### src/rtl/lcd_pkg.sv
// Shared constants for the character-LCD command sequencer: state codes,
// power-on command tables and default timing, all in clk cycles.
package lcd_pkg;

  localparam int unsigned T_SETUP_DEF = 2;
  localparam int unsigned T_EN_DEF    = 12;
  localparam int unsigned T_HOLD_DEF  = 1;
  localparam int unsigned T_NIB_DEF   = 50;
  localparam int unsigned T_CMD_DEF   = 2000;
  localparam int unsigned T_CLR_DEF   = 82000;
  localparam int unsigned T_PWR_DEF   = 750000;
  localparam int unsigned T_INIT1_DEF = 205000;
  localparam int unsigned T_INIT2_DEF = 5000;

  // Sequencer states; SETUP/PULSE/HOLD of every nibble live in the writer (ST_XFER).
  localparam logic [2:0] ST_PWR_WAIT = 3'd0;
  localparam logic [2:0] ST_IDLE     = 3'd1;
  localparam logic [2:0] ST_XFER     = 3'd2;
  localparam logic [2:0] ST_GAP      = 3'd3;
  localparam logic [2:0] ST_WAIT     = 3'd4;

  localparam logic [1:0] PH_OFF   = 2'd0;
  localparam logic [1:0] PH_SETUP = 2'd1;
  localparam logic [1:0] PH_PULSE = 2'd2;
  localparam logic [1:0] PH_HOLD  = 2'd3;

  typedef enum logic [1:0] {
    SRC_INIT,
    SRC_CFG,
    SRC_USER
  } src_e;

  // Wake-up nibbles 0x3,0x3,0x3 then 0x2 switches the panel into 4-bit mode.
  function automatic logic [3:0] init_nib(input logic [1:0] idx);
    return (idx == 2'd3) ? 4'h2 : 4'h3;
  endfunction

  function automatic logic [7:0] cfg_byte(input logic [1:0] idx);
    case (idx)
      2'd0:    return 8'h28;
      2'd1:    return 8'h06;
      2'd2:    return 8'h0C;
      default: return 8'h01;
    endcase
  endfunction

  // Clear / home commands need the long settle time.
  function automatic logic is_slow_cmd(input logic rs, input logic [7:0] data);
    return !rs && (data == 8'h01 || data == 8'h02 || data == 8'h03);
  endfunction

  function automatic int unsigned max_u(input int unsigned x, input int unsigned y);
    return (x > y) ? x : y;
  endfunction

endpackage

### src/rtl/lcd_cmd_sequencer_if.sv
// Byte-write request channel into the LCD sequencer (valid/ready handshake).
interface lcd_cmd_sequencer_if;
  logic       req_valid;
  logic       req_ready;
  logic       req_rs;
  logic [7:0] req_data;

  modport master (output req_valid, req_rs, req_data, input req_ready);
  modport slave  (input req_valid, req_rs, req_data, output req_ready);
endinterface

### src/rtl/lcd_nibble_writer.sv
// One 4-bit LCD write: SETUP, an e pulse, HOLD. Timing runs on the
// sequencer's shared down-counter, which this block reloads via load/load_val.
module lcd_nibble_writer
  import lcd_pkg::*;
#(
  parameter int unsigned T_SETUP = T_SETUP_DEF,
  parameter int unsigned T_EN    = T_EN_DEF,
  parameter int unsigned T_HOLD  = T_HOLD_DEF,
  parameter int unsigned CW      = 20
) (
  input  logic          clk,
  input  logic          rst,
  input  logic          start,
  input  logic [3:0]    start_nib,
  input  logic          start_rs,
  input  logic          cnt_last,
  output logic          load,
  output logic [CW-1:0] load_val,
  output logic          done,
  output logic          e,
  output logic [3:0]    nib,
  output logic          rs
);

  logic [1:0] phase;

  // NOTE: synchronous reset inside the clocked block, and <= for every
  // register so all state updates see pre-edge values.
  always_ff @(posedge clk) begin
    if (rst) begin
      phase <= PH_OFF;
      e     <= 1'b0;
      nib   <= 4'h0;
      rs    <= 1'b0;
    end else begin
      case (phase)
        PH_OFF: if (start) begin
          phase <= PH_SETUP;
          nib   <= start_nib;
          rs    <= start_rs;
        end
        PH_SETUP: if (cnt_last) begin
          phase <= PH_PULSE;
          e     <= 1'b1;
        end
        PH_PULSE: if (cnt_last) begin
          phase <= PH_HOLD;
          e     <= 1'b0;
        end
        default: if (cnt_last) phase <= PH_OFF;
      endcase
    end
  end

  // NOTE: defaults first so no path through the case leaves an output
  // unassigned (which would infer a latch).
  always_comb begin
    load     = 1'b0;
    load_val = '0;
    case (phase)
      PH_OFF:   if (start)    begin load = 1'b1; load_val = CW'(T_SETUP); end
      PH_SETUP: if (cnt_last) begin load = 1'b1; load_val = CW'(T_EN);    end
      PH_PULSE: if (cnt_last) begin load = 1'b1; load_val = CW'(T_HOLD);  end
      default: ;
    endcase
  end

  assign done = (phase == PH_HOLD) && cnt_last;

endmodule

### src/rtl/lcd_cmd_sequencer.sv
// Character-LCD sequencer: power-on wait, 4-bit init, configuration bytes,
// then user byte writes as two nibbles followed by a command-dependent wait.
module lcd_cmd_sequencer
  import lcd_pkg::*;
#(
  parameter int unsigned T_SETUP = T_SETUP_DEF,
  parameter int unsigned T_EN    = T_EN_DEF,
  parameter int unsigned T_HOLD  = T_HOLD_DEF,
  parameter int unsigned T_NIB   = T_NIB_DEF,
  parameter int unsigned T_CMD   = T_CMD_DEF,
  parameter int unsigned T_CLR   = T_CLR_DEF,
  parameter int unsigned T_PWR   = T_PWR_DEF,
  parameter int unsigned T_INIT1 = T_INIT1_DEF,
  parameter int unsigned T_INIT2 = T_INIT2_DEF
) (
  input  logic                clk,
  input  logic                rst,
  lcd_cmd_sequencer_if.slave  req,
  output logic                init_done,
  output logic                busy,
  output logic                sf_e,
  output logic                e,
  output logic                rs,
  output logic                rw,
  output logic                d,
  output logic                c,
  output logic                b,
  output logic                a
);

  localparam int unsigned T_MAX = max_u(max_u(max_u(T_SETUP, T_EN), max_u(T_HOLD, T_NIB)),
                                        max_u(max_u(T_CMD, T_CLR),
                                              max_u(T_PWR, max_u(T_INIT1, T_INIT2))));
  localparam int unsigned CW = $clog2(T_MAX + 1);

  logic [2:0]    state, state_n;
  src_e          src, src_n;
  logic [1:0]    idx, idx_n;
  logic          lower, lower_n;
  logic [7:0]    byte_q, byte_n;
  logic          rs_q, rs_n;
  logic [CW-1:0] cnt;
  logic          cnt_last;

  logic          start, start_rs;
  logic [3:0]    start_nib;
  logic          top_load;
  logic [CW-1:0] top_val;
  logic          wr_load, wr_done;
  logic [CW-1:0] wr_val;
  logic [3:0]    wr_nib;

  // A phase of N cycles loads N and ends on the cycle the counter reads 1.
  assign cnt_last = (cnt <= CW'(1));

  lcd_nibble_writer #(
    .T_SETUP (T_SETUP),
    .T_EN    (T_EN),
    .T_HOLD  (T_HOLD),
    .CW      (CW)
  ) u_writer (
    .clk       (clk),
    .rst       (rst),
    .start     (start),
    .start_nib (start_nib),
    .start_rs  (start_rs),
    .cnt_last  (cnt_last),
    .load      (wr_load),
    .load_val  (wr_val),
    .done      (wr_done),
    .e         (e),
    .nib       (wr_nib),
    .rs        (rs)
  );

  always_comb begin
    state_n   = state;
    src_n     = src;
    idx_n     = idx;
    lower_n   = lower;
    byte_n    = byte_q;
    rs_n      = rs_q;
    start     = 1'b0;
    start_nib = 4'h0;
    start_rs  = 1'b0;
    top_load  = 1'b0;
    top_val   = '0;
    case (state)
      ST_PWR_WAIT: if (cnt_last) begin
        state_n   = ST_XFER;
        src_n     = SRC_INIT;
        idx_n     = 2'd0;
        start     = 1'b1;
        start_nib = init_nib(2'd0);
      end
      ST_IDLE: if (req.req_valid) begin
        state_n   = ST_XFER;
        src_n     = SRC_USER;
        lower_n   = 1'b0;
        byte_n    = req.req_data;
        rs_n      = req.req_rs;
        start     = 1'b1;
        start_nib = req.req_data[7:4];
        start_rs  = req.req_rs;
      end
      ST_XFER: if (wr_done) begin
        top_load = 1'b1;
        if (src == SRC_INIT) begin
          state_n = ST_WAIT;
          top_val = (idx == 2'd0) ? CW'(T_INIT1) :
                    (idx == 2'd1) ? CW'(T_INIT2) : CW'(T_CMD);
        end else if (!lower) begin
          state_n = ST_GAP;
          lower_n = 1'b1;
          top_val = CW'(T_NIB);
        end else begin
          state_n = ST_WAIT;
          top_val = is_slow_cmd(rs_q, byte_q) ? CW'(T_CLR) : CW'(T_CMD);
        end
      end
      ST_GAP: if (cnt_last) begin
        state_n   = ST_XFER;
        start     = 1'b1;
        start_nib = byte_q[3:0];
        start_rs  = rs_q;
      end
      ST_WAIT: if (cnt_last) begin
        if (src == SRC_USER || (src == SRC_CFG && idx == 2'd3)) begin
          state_n = ST_IDLE;
        end else begin
          state_n = ST_XFER;
          start   = 1'b1;
          lower_n = 1'b0;
          if (src == SRC_INIT && idx != 2'd3) begin
            idx_n     = idx + 2'd1;
            start_nib = init_nib(idx_n);
          end else begin
            src_n     = SRC_CFG;
            idx_n     = (src == SRC_INIT) ? 2'd0 : idx + 2'd1;
            byte_n    = cfg_byte(idx_n);
            rs_n      = 1'b0;
            start_nib = byte_n[7:4];
          end
        end
      end
      default: state_n = ST_PWR_WAIT;
    endcase
  end

  always_ff @(posedge clk) begin
    if (rst) begin
      state     <= ST_PWR_WAIT;
      src       <= SRC_INIT;
      idx       <= 2'd0;
      lower     <= 1'b0;
      byte_q    <= 8'h00;
      rs_q      <= 1'b0;
      init_done <= 1'b0;
    end else begin
      state     <= state_n;
      src       <= src_n;
      idx       <= idx_n;
      lower     <= lower_n;
      byte_q    <= byte_n;
      rs_q      <= rs_n;
      init_done <= init_done | (state_n == ST_IDLE);
    end
  end

  // The only timer: loaded by the writer for nibble phases, by the sequencer for waits.
  always_ff @(posedge clk) begin
    if (rst)              cnt <= CW'(T_PWR);
    else if (wr_load)     cnt <= wr_val;
    else if (top_load)    cnt <= top_val;
    else if (cnt != '0)   cnt <= cnt - CW'(1);
  end

  assign req.req_ready = (state == ST_IDLE) && init_done;
  assign busy          = (state != ST_IDLE);
  assign sf_e          = 1'b1;
  assign rw            = 1'b0;
  assign {d, c, b, a}  = wr_nib;

endmodule

### src/flat_wrapper.sv
// flat-port wrapper written by rule: the top's interface ports become plain ports
module lcd_cmd_sequencer_flat import lcd_pkg::*;
#(
  parameter int unsigned T_SETUP = T_SETUP_DEF,
  parameter int unsigned T_EN    = T_EN_DEF,
  parameter int unsigned T_HOLD  = T_HOLD_DEF,
  parameter int unsigned T_NIB   = T_NIB_DEF,
  parameter int unsigned T_CMD   = T_CMD_DEF,
  parameter int unsigned T_CLR   = T_CLR_DEF,
  parameter int unsigned T_PWR   = T_PWR_DEF,
  parameter int unsigned T_INIT1 = T_INIT1_DEF,
  parameter int unsigned T_INIT2 = T_INIT2_DEF
)
  (clk, rst, init_done, busy, sf_e, e, rs, rw, d, c, b, a, req_req_valid, req_req_rs, req_req_data, req_req_ready);
  lcd_cmd_sequencer_if req_i ();
  input  logic clk;
  input  logic rst;
  output logic init_done;
  output logic busy;
  output logic sf_e;
  output logic e;
  output logic rs;
  output logic rw;
  output logic d;
  output logic c;
  output logic b;
  output logic a;
  input wire logic [$bits(req_i.req_valid)-1:0] req_req_valid;
  input wire logic [$bits(req_i.req_rs)-1:0] req_req_rs;
  input wire logic [$bits(req_i.req_data)-1:0] req_req_data;
  output wire logic [$bits(req_i.req_ready)-1:0] req_req_ready;
  assign req_i.req_valid = req_req_valid;
  assign req_i.req_rs = req_req_rs;
  assign req_i.req_data = req_req_data;
  assign req_req_ready = req_i.req_ready;
  lcd_cmd_sequencer #(.T_SETUP(T_SETUP), .T_EN(T_EN), .T_HOLD(T_HOLD), .T_NIB(T_NIB), .T_CMD(T_CMD), .T_CLR(T_CLR), .T_PWR(T_PWR), .T_INIT1(T_INIT1), .T_INIT2(T_INIT2)) u_core (.clk(clk), .rst(rst), .req(req_i), .init_done(init_done), .busy(busy), .sf_e(sf_e), .e(e), .rs(rs), .rw(rw), .d(d), .c(c), .b(b), .a(a));
endmodule
### config.mk
export PLATFORM = sky130hd
export DESIGN_NAME = lcd_cmd_sequencer_flat
export DESIGN_NICKNAME = d
export VERILOG_FILES = /design/src/rtl/lcd_pkg.sv /design/src/rtl/lcd_cmd_sequencer_if.sv /design/src/rtl/lcd_nibble_writer.sv /design/src/rtl/lcd_cmd_sequencer.sv /design/src/flat_wrapper.sv
export SDC_FILE = /design/constraint.sdc
export NUM_CORES = 1
export LEC_CHECK = 0
export BUFFER_PORTS_ARGS = -buffer_cell sky130_fd_sc_hd__buf_2
export CORE_ASPECT_RATIO = 1.4
export CORE_MARGIN = 8
export CORE_UTILIZATION = 50
export DETAILED_ROUTE_END_ITERATION = 12
export GPL_TIMING_DRIVEN = 1
export PLACE_DENSITY_LB_ADDON = 0.25
export SLEW_MARGIN = 20
export SYNTH_ARGS = -nofsm -noshare
export SYNTH_HDL_FRONTEND = slang
export SYNTH_HIERARCHICAL = 1
export SYNTH_SLANG_ARGS = --single-unit
### constraint.sdc
create_clock -name clk -period 4 [get_ports clk]
set_clock_uncertainty 0.2 [all_clocks]
set_input_delay 0.8 -clock clk [delete_from_list [all_inputs] [get_ports clk]]
set_output_delay 0.8 -clock clk [all_outputs]
set_load 0.02 [all_outputs]
==> results.sh, run 1 <==
export IMPL_tightest_slew_ps=747
export IMPL_finalNetCount=421
export IMPL_finalCritPeriodShare_pct=86.5
export IMPL_num_rows=34
export IMPL_ant_nets=0
export IMPL_clock_sinks=46
export IMPL_htreeDepth=2
export IMPL_gp_congestion=0.959
export IMPL_synth_seq_cells=46
export IMPL_placed_cell_area_um2=3250
export IMPL_wl_um=7860
export IMPL_fillCellCount=602
export IMPL_finalCriticalPeriod_ps=3460
export IMPL_yosysSeqAreaShare_pct=29.4
export IMPL_max_slew_margin_rel_pct=50.0
export IMPL_coreArea_um2=6130
export IMPL_first_iter_violations=130
export IMPL_status="complete, no violations"
export IMPL_grt_antenna_before_repair=0
export IMPL_power_leakage_nw=1.34
export IMPL_antenna_cells=0
export IMPL_most_common_layout_cells="46 x dfxtp_1, 31 x nand2_1, 26 x nor2_1"
export IMPL_setup_viol=0
export IMPL_clock_path_buffers=2
export IMPL_seqCellArea_um2=921
export IMPL_startpoint_type="register"
export IMPL_min_path_type="register to register"
export IMPL_cts_tree="yes"
export IMPL_crit_arrival_ps=3450
export IMPL_crit_type="register to register"
export IMPL_die_area_um2=9090
export IMPL_postSynth_asyncResetShare_pct=0
export IMPL_drv_slew=0
export IMPL_grt_pass1_vias=2801
export IMPL_fin_tns_setup_ps=0
export IMPL_io_pins=23
export IMPL_clock_latency_ps=300
export IMPL_route_detailed_drc=0
export IMPL_postCtsSetupRepairBufs=0
export IMPL_max_clock_freq_mhz=289
export IMPL_fin_area_um2=3340
export IMPL_die_w_um=82.9
export IMPL_crit_required_ps=3990
export IMPL_hold_buffers=0
export IMPL_yosysWarnings=6
export IMPL_cp_max_fo=10
export IMPL_port_buffers=20
export IMPL_track_usage_pct=17.1
export IMPL_layout_area_overhead_vs_synth_pct=6.63
export IMPL_grt_pass1_wl_um=13000
export IMPL_cts_resized=0
export IMPL_finalHoldViolCount=0
export IMPL_clk_pin_slew_worst_paths_ps=90
export IMPL_p_per_area_nw_per_um2=260
export IMPL_avgRoutedWirePerCell_um=16.8
export IMPL_numCtsBuffers=5
export IMPL_via_count=2785
export IMPL_fin_util_pct=54.6
export IMPL_ir_drop_mv=0.158
export IMPL_start_util_pct=51.2
export IMPL_dpl_hpwl_um=5970
export IMPL_vias_per_cell=5.96
export IMPL_first_pass_iters=5
export IMPL_hold_worst_slack_ps=262
export IMPL_syn_inst=377
export IMPL_yosysUniqueCellTypes=70
export IMPL_fp_dieH_um=110
export IMPL_layout_commonest_cell="dfxtp_1"
export IMPL_yosys_most_used_dff="dfxtp_1"
export IMPL_cts_root_buf="clkbuf_8"
export IMPL_drive_gt1_share_pct=16.2
export IMPL_grt_max_degree=34
export IMPL_overflow=0
export IMPL_critPathCaptureType="register"
export IMPL_syn_avg_cell_area_um2=8.31
export IMPL_multi_input_area_um2=1970
export IMPL_rsz0062_at_grt="false"
export IMPL_synth_area_um2=3130
export IMPL_synth_edf_count=0
export IMPL_cap_viol_max_count=0
## worst paths after layout
path | start | end | slack, ps | cells after the start
min reg2reg | u_core/u_writer/nib[2]$_SDFFE_PP0P_ | u_core/u_writer/nib[2]$_SDFFE_PP0P_ | 260 | 2
max reg2reg | u_core/cnt[16]$_SDFFE_PP1P_ | u_core/cnt[7]$_SDFFE_PP1P_ | 540 | 12
max | u_core/cnt[16]$_SDFFE_PP1P_ | u_core/cnt[7]$_SDFFE_PP1P_ | 540 | 12
min | u_core/u_writer/nib[2]$_SDFFE_PP0P_ | u_core/u_writer/nib[2]$_SDFFE_PP0P_ | 260 | 2
## cells by family after synthesis
logic type / Yosys count / synth area share [%]
and+or+nand+nor: 131 / 24.4
muxes: 9 / 2.91
other: 3 / 0.359
AOI/OAI and AO/OA: 104 / 23.6
adders and majority gates: 15 / 5.99
xor gates and xnor gates: 13 / 3.63
DFF: 46 / 29.4
buffers and inverters: 56 / 9.66
## worst max-delay path, stage by stage, from the launching register on
cell	delay (ps)
dfxtp_1	350
or3_4	430
nor4_2	330
nand2_1	190
inv_1	190
nand2_1	70
nand2_1	190
nand2_1	220
a21oi_2	230
nand2b_1	140
or4_1	350
o21ai_0	160
a221o_1	310
## synthesized netlist by cell type (9+ instances only)
cell | number | share of area [%]
dfxtp_1 | 46 | 29
nand2_1 | 31 | 3.7
nor2_1 | 26 | 3.1
a21oi_1 | 24 | 3.8
buf_4 | 20 | 4.8
inv_1 | 16 | 1.9
ha_1 | 15 | 6.0
clkbuf_1 | 14 | 1.7
o21ai_0 | 14 | 2.2
nand3_1 | 11 | 1.8
nor3_1 | 9 | 1.4
xnor2_1 | 9 | 2.5
## area by class of cell
class | instances | area share [%]
clock inverter | 1 | 0.150
clock buffer | 7 | 2.58
multi-input combinational | 290 | 59.0
inverter | 17 | 1.91
timing repair buffer | 34 | 6.14
sequential | 46 | 27.6
tap | 72 | 2.70
## power by group
part / internal, mW / switching, mW
registers: 0.467 / 0.0146
clock network: 0.140 / 0.157
logic: 0.0372 / 0.0522
total: 0.644 / 0.224
## sequential cells by signal, indices dropped and copies added (netlist names), 2 cells and up
name                   count
u_core/cnt                20
u_core/state               3
u_core/u_writer/phase      2
u_core/src                 2
u_core/idx                 2
u_core/byte_q              8
u_core/u_writer/nib        4
## routing by layer
layer | vias to the layer above | track usage (%) | share of wire [%]
met2 | 74 | 33.3 | 52
met1 | 1310 | 16.5 | 40
met4 | 0 | 10.1 | 4.8
met3 | 27 | 3.11 | 3.3
li1 | 1374 | - | -
met5 | - | 0 | 0
## stage by stage
stage	setup slack (ps)	power [mW]	instances
after global placement	648	0.580	459
final	539	0.868	467
after CTS	544	0.880	467
after floorplan	649	0.561	392
after global routing	218	0.907	467
after detailed placement	558	0.581	459
No activity file was read; power rests on OpenSTA's default activity.
==> inputs of run 2 (changes only) <==
- CORE_UTILIZATION: 50 -> 40
==> results.sh, run 2 (synthesized netlist as in run 1, its figures left out) <==
export IMPL_status="complete, no violations"
export IMPL_finalCriticalPeriod_ps=3590
export IMPL_track_usage_pct=14.6
export IMPL_drive_gt1_share_pct=16.7
export IMPL_critPathCaptureType="register"
export IMPL_route_detailed_drc=0
export IMPL_vias_per_cell=5.56
export IMPL_ant_nets=0
export IMPL_use_met3_pct=2.48
export IMPL_grtUsageMet2_pct=28.2
export IMPL_placed_cells=490
export IMPL_max_clock_freq_mhz=279
export IMPL_grt_max_degree=34
export IMPL_hold_worst_slack_ps=258
export IMPL_hold_buffers=0
export IMPL_numCtsBuffers=5
export IMPL_die_w_um=90.8
export IMPL_coreArea_um2=7700
export IMPL_largest_register="u_core/cnt"
export IMPL_finalNetCount=424
export IMPL_layout_area_overhead_vs_synth_pct=8.18
export IMPL_clock_latency_ps=300
export IMPL_tightest_slew_ps=800
export IMPL_fin_ws_ps=410
export IMPL_crit_type="register to register"
export IMPL_cp_common_cell="nand2_1"
export IMPL_antenna_cells=0
export IMPL_setup_viol=0
export IMPL_fin_tns_setup_ps=0
export IMPL_largest_reg_flops=20
export IMPL_fillCellCount=829
export IMPL_fin_util_pct=44.0
export IMPL_fp_dieH_um=121
export IMPL_via_count=2759
export IMPL_num_rows=38
export IMPL_clock_sinks=46
export IMPL_wl_um=7950
export IMPL_dpl_hpwl_um=6130
export IMPL_htreeDepth=2
export IMPL_max_slew_margin_rel_pct=46.5
export IMPL_fin_cells=496
export IMPL_grt_pass1_vias=2711
export IMPL_path_buf_inv=2
export IMPL_cpMaxStageDelayCell="or3_4"
export IMPL_crit_required_ps=3990
export IMPL_clk_pin_slew_worst_paths_ps=90
export IMPL_critPathMaxStageDelay_ps=430
export IMPL_io_pins=23
export IMPL_top_regs="u_core/cnt: 20 flops, u_core/byte_q: 8 flops, u_core/u_writer/nib: 4 flops"
export IMPL_cts_root_buf="clkbuf_8"
export IMPL_finalHoldViolCount=0
export IMPL_postCtsSetupRepairBufs=0
export IMPL_cap_viol_max_count=0
export IMPL_layout_commonest_cell="dfxtp_1"
export IMPL_path_cells="or3_4 > nor4_2 > buf_4 > nand2_1 > inv_1 > nand2_1 > nand2_1 > nand2_1 > a21oi_2 > nand2b_1 > or4_1 > o21ai_0 > a221o_1"
export IMPL_finalCritPeriodShare_pct=89.8
export IMPL_met1_usage_pct=14.9
export IMPL_drv_slew=0
export IMPL_multi_input_area_um2=1970
export IMPL_power_leakage_nw=1.35
export IMPL_cts_resized=0
export IMPL_die_area_um2=11000
export IMPL_grt_pass1_wl_um=13000
export IMPL_overflow=0
export IMPL_gp_congestion=0.832
export IMPL_port_buffers=20
export IMPL_rsz0062_at_grt="false"
export IMPL_top_usage_layer="met2"
export IMPL_cp_max_fo=10
export IMPL_first_iter_violations=121
export IMPL_crit_arrival_ps=3580
export IMPL_cts_tree="yes"
export IMPL_most_common_layout_cells="46 x dfxtp_1, 31 x nand2_1, 26 x nor2_1"
export IMPL_clock_path_buffers=2
export IMPL_start_util_pct=40.7
export IMPL_avgRoutedWirePerCell_um=16.0
export IMPL_ir_drop_mv=0.183
export IMPL_post_place_ws_ps=455
export IMPL_critPathTopFamily="simple AND/OR/NAND/NOR gates"
export IMPL_startpoint_type="register"
export IMPL_seqCellArea_um2=921
export IMPL_first_pass_iters=5
export IMPL_grt_antenna_before_repair=0
export IMPL_p_per_area_nw_per_um2=253
export IMPL_min_path_type="register to register"
## run 2: cell count changes in the layout (fill, tap and decap cells not counted)
| cell | delta |
|---|---|
| buf_4 | +3 |
| clkbuf_1 | -1 |
| clkinv_2 | -1 |
## run 2: final timing paths
kind	slack [ps]	cells after the start	from	endpoint
setup / recovery	410	13	u_core/cnt[16]$_SDFFE_PP1P_	u_core/cnt[7]$_SDFFE_PP1P_
hold / removal	260	2	u_core/u_writer/nib[2]$_SDFFE_PP0P_	u_core/u_writer/nib[2]$_SDFFE_PP0P_
setup reg to reg	410	13	u_core/cnt[16]$_SDFFE_PP1P_	u_core/cnt[7]$_SDFFE_PP1P_
hold reg to reg	260	2	u_core/u_writer/nib[2]$_SDFFE_PP0P_	u_core/u_writer/nib[2]$_SDFFE_PP0P_
## run 2: worst min-delay path, cell delays in order, from the launching register on
cell     delay (ps)
dfxtp_1         310
nand2_1          50
a21oi_1          50
## run 2: area by class of cell
| class | instances | share of cell area, % |
|---|---|---|
| Clock buffer | 6 | 2.44 |
| Inverter | 17 | 1.88 |
| Multi-Input combinational cell | 290 | 58.1 |
| Sequential cell | 46 | 27.2 |
| Tap cell | 100 | 3.69 |
| Timing Repair Buffer | 37 | 6.72 |
## run 2: layer usage
| metal | vias up | part of all wire, % |
|---|---|---|
| met4 | 0 | 2.6 |
| met2 | 52 | 53 |
| met5 | - | 0 |
| li1 | 1386 | - |
| met1 | 1308 | 41 |
| met3 | 13 | 2.7 |
## run 2: metrics by stage
step	power (mW)	area [um2]
5_1_grt	0.902	3390
6_report	0.858	3390
4_1_cts	0.871	3390
2_1_floorplan	0.561	3190
3_5_place_dp	0.580	3310
3_3_place_gp	0.582	3310
## run 2: power by group
| group | total, mW | leakage [nW] | internal (mW) | switching (mW) |
|---|---|---|---|---|
| clock network | 0.288 | 0.0431 | 0.134 | 0.154 |
| logic | 0.0887 | 0.939 | 0.0373 | 0.0514 |
| registers | 0.482 | 0.372 | 0.467 | 0.0146 |
==> inputs of run 3 (changes only) <==
- clock period: 4 -> 3.2 ns (I/O delays scaled with it)
==> results.sh, run 3 (synthesized netlist as in run 1, its figures left out) <==
export IMPL_first_pass_iters=5
export IMPL_grt_antenna_before_repair=0
export IMPL_finalHoldViolCount=0
export IMPL_startpoint_type="register"
export IMPL_gp_congestion=0.822
export IMPL_reg2reg_from="u_core/idx[0]$_SDFFE_PP0P_"
export IMPL_clk_pin_slew_worst_paths_ps=90
export IMPL_whs_path_depth=2
export IMPL_most_common_layout_cells="45 x dfxtp_1, 30 x nand2_1, 26 x nor2_1"
export IMPL_totalPowerFinal_mw=1.16
export IMPL_avgRoutedWirePerCell_um=16.4
export IMPL_hold_end="u_core/u_writer/rs$_SDFFE_PP0P_"
export IMPL_vias_per_cell=5.58
export IMPL_die_w_um=90.8
export IMPL_cp_max_fo=16
export IMPL_port_buffers=20
export IMPL_fin_ws_ps=231
export IMPL_finalCritPeriodShare_pct=92.8
export IMPL_cts_root_buf="clkbuf_8"
export IMPL_min_from="u_core/u_writer/rs$_SDFFE_PP0P_"
export IMPL_drv_slew=0
export IMPL_max_slew_margin_rel_pct=51.6
export IMPL_drive_gt1_share_pct=20.2
export IMPL_overflow=0
export IMPL_fin_tns_setup_ps=0
export IMPL_power_leakage_nw=1.41
export IMPL_ir_drop_mv=0.159
export IMPL_io_pins=23
export IMPL_post_place_ws_ps=9.85
export IMPL_start_util_pct=40.7
export IMPL_top_regs="u_core/cnt: 20 flops, u_core/byte_q: 8 flops, u_core/u_writer/nib: 4 flops"
export IMPL_coreArea_um2=7700
export IMPL_grt_max_degree=33
export IMPL_finalNetCount=432
export IMPL_seqCellArea_um2=922
export IMPL_first_iter_violations=170
export IMPL_crit_required_ps=3250
export IMPL_status="complete, no violations"
export IMPL_die_area_um2=11000
export IMPL_grt_pass1_wl_um=13700
export IMPL_ff2ff_setup_slack_ps=230
export IMPL_route_detailed_drc=0
export IMPL_fin_util_pct=46.2
export IMPL_r2r_end="u_core/cnt[7]$_SDFFE_PP1P_"
export IMPL_dpl_hpwl_um=6050
export IMPL_ant_nets=0
export IMPL_p_per_area_nw_per_um2=324
export IMPL_fp_dieH_um=121
export IMPL_min_path_type="register to register"
export IMPL_clock_latency_ps=290
export IMPL_finalCriticalPeriod_ps=2970
export IMPL_via_count=2826
export IMPL_tightest_slew_ps=719
export IMPL_crit_arrival_ps=3010
export IMPL_clock_path_buffers=2
export IMPL_track_usage_pct=15.1
export IMPL_cts_tree="yes"
export IMPL_layout_commonest_cell="dfxtp_1"
export IMPL_num_rows=38
export IMPL_max_clock_freq_mhz=337
export IMPL_grt_pass1_vias=2817
export IMPL_wl_um=8290
export IMPL_antenna_cells=0
export IMPL_layout_area_overhead_vs_synth_pct=13.6
export IMPL_htreeDepth=2
export IMPL_r2r_cells=13
export IMPL_largest_register="u_core/cnt"
export IMPL_largest_reg_flops=20
export IMPL_clock_sinks=46
export IMPL_cap_viol_max_count=0
export IMPL_fillCellCount=796
export IMPL_rsz0062_at_grt="false"
export IMPL_numCtsBuffers=5
export IMPL_critPathCaptureType="register"
export IMPL_crit_type="register to register"
export IMPL_multi_input_area_um2=2020
export IMPL_setup_viol=0
## run 3: changes by cell type in the layout (fill, tap and decap cells not counted), sizes merged
cell,before,now
buf,37,44
clkbuf,6,8
bufinv,0,1
## run 3: routing by layer
metal,track usage (%),routed length [um],vias up
li1,-,-,1408
met3,2.42,224,14
met1,16.5,3600,1332
met5,0,0,-
met2,27.9,4270,72
met4,6.58,193,0
## run 3: what timing repair did
action,in CTS,in global routing
hold buffers,0,0
cloned,0,1
endpoints found under the setup margin,1,16
pin swaps,0,3
buffers inserted,0,1
gates resized for setup,1,7
## run 3: cell type report
type | count | share of cell area [%]
flip-flops and latches | 46 | 25.9
clock inverters | 1 | 0.844
clock buffers | 7 | 2.14
repair buffers | 45 | 8.93
inverters | 17 | 1.79
well taps | 100 | 3.51
multi-input cells | 290 | 56.9
## run 3: per-stage QoR
step                hold WS (ps)  cell area, um2  std cells
detailed placement           248            3390        496
global placement             243            3390        496
floorplan                    251            3220        392
finish                       258            3560        506
CTS                          264            3500        504
global route                 284            3560        506
## run 3: critical path: stages, from the launching register on
cell and delay, ps:
dfxtp_2 380, ha_2 230, and3b_1 210, o21ai_0 140
a21o_1 240, nand2_1 70, nand2_1 60, nand2_1 130
a21oi_4 90, buf_12 150, or3_1 400, a31oi_2 290
nand2b_1 180, a221o_1 140
## run 3: worst max path at each step
stage	from	to	cells past startpoint
6_report	u_core/idx[0]$_SDFFE_PP0P_	u_core/cnt[7]$_SDFFE_PP1P_	13
5_1_grt	u_core/cnt[0]$_SDFFE_PP0P_	u_core/cnt[7]$_SDFFE_PP1P_	15
4_1_cts	u_core/cnt[16]$_SDFFE_PP1P_	u_core/cnt[7]$_SDFFE_PP1P_	13
3_5_place_dp	u_core/cnt[0]$_SDFFE_PP0P_	u_core/cnt[15]$_SDFFE_PP0P_	13
3_3_place_gp	u_core/cnt[16]$_SDFFE_PP1P_	u_core/cnt[7]$_SDFFE_PP1P_	13
2_1_floorplan	u_core/cnt[5]$_SDFFE_PP1P_	u_core/cnt[7]$_SDFFE_PP1P_	13
## run 3: where the power goes
group          switching [mW]  internal, mW
clock network           0.199         0.234
logic                  0.0695        0.0500
registers              0.0184         0.584
total                   0.287         0.868
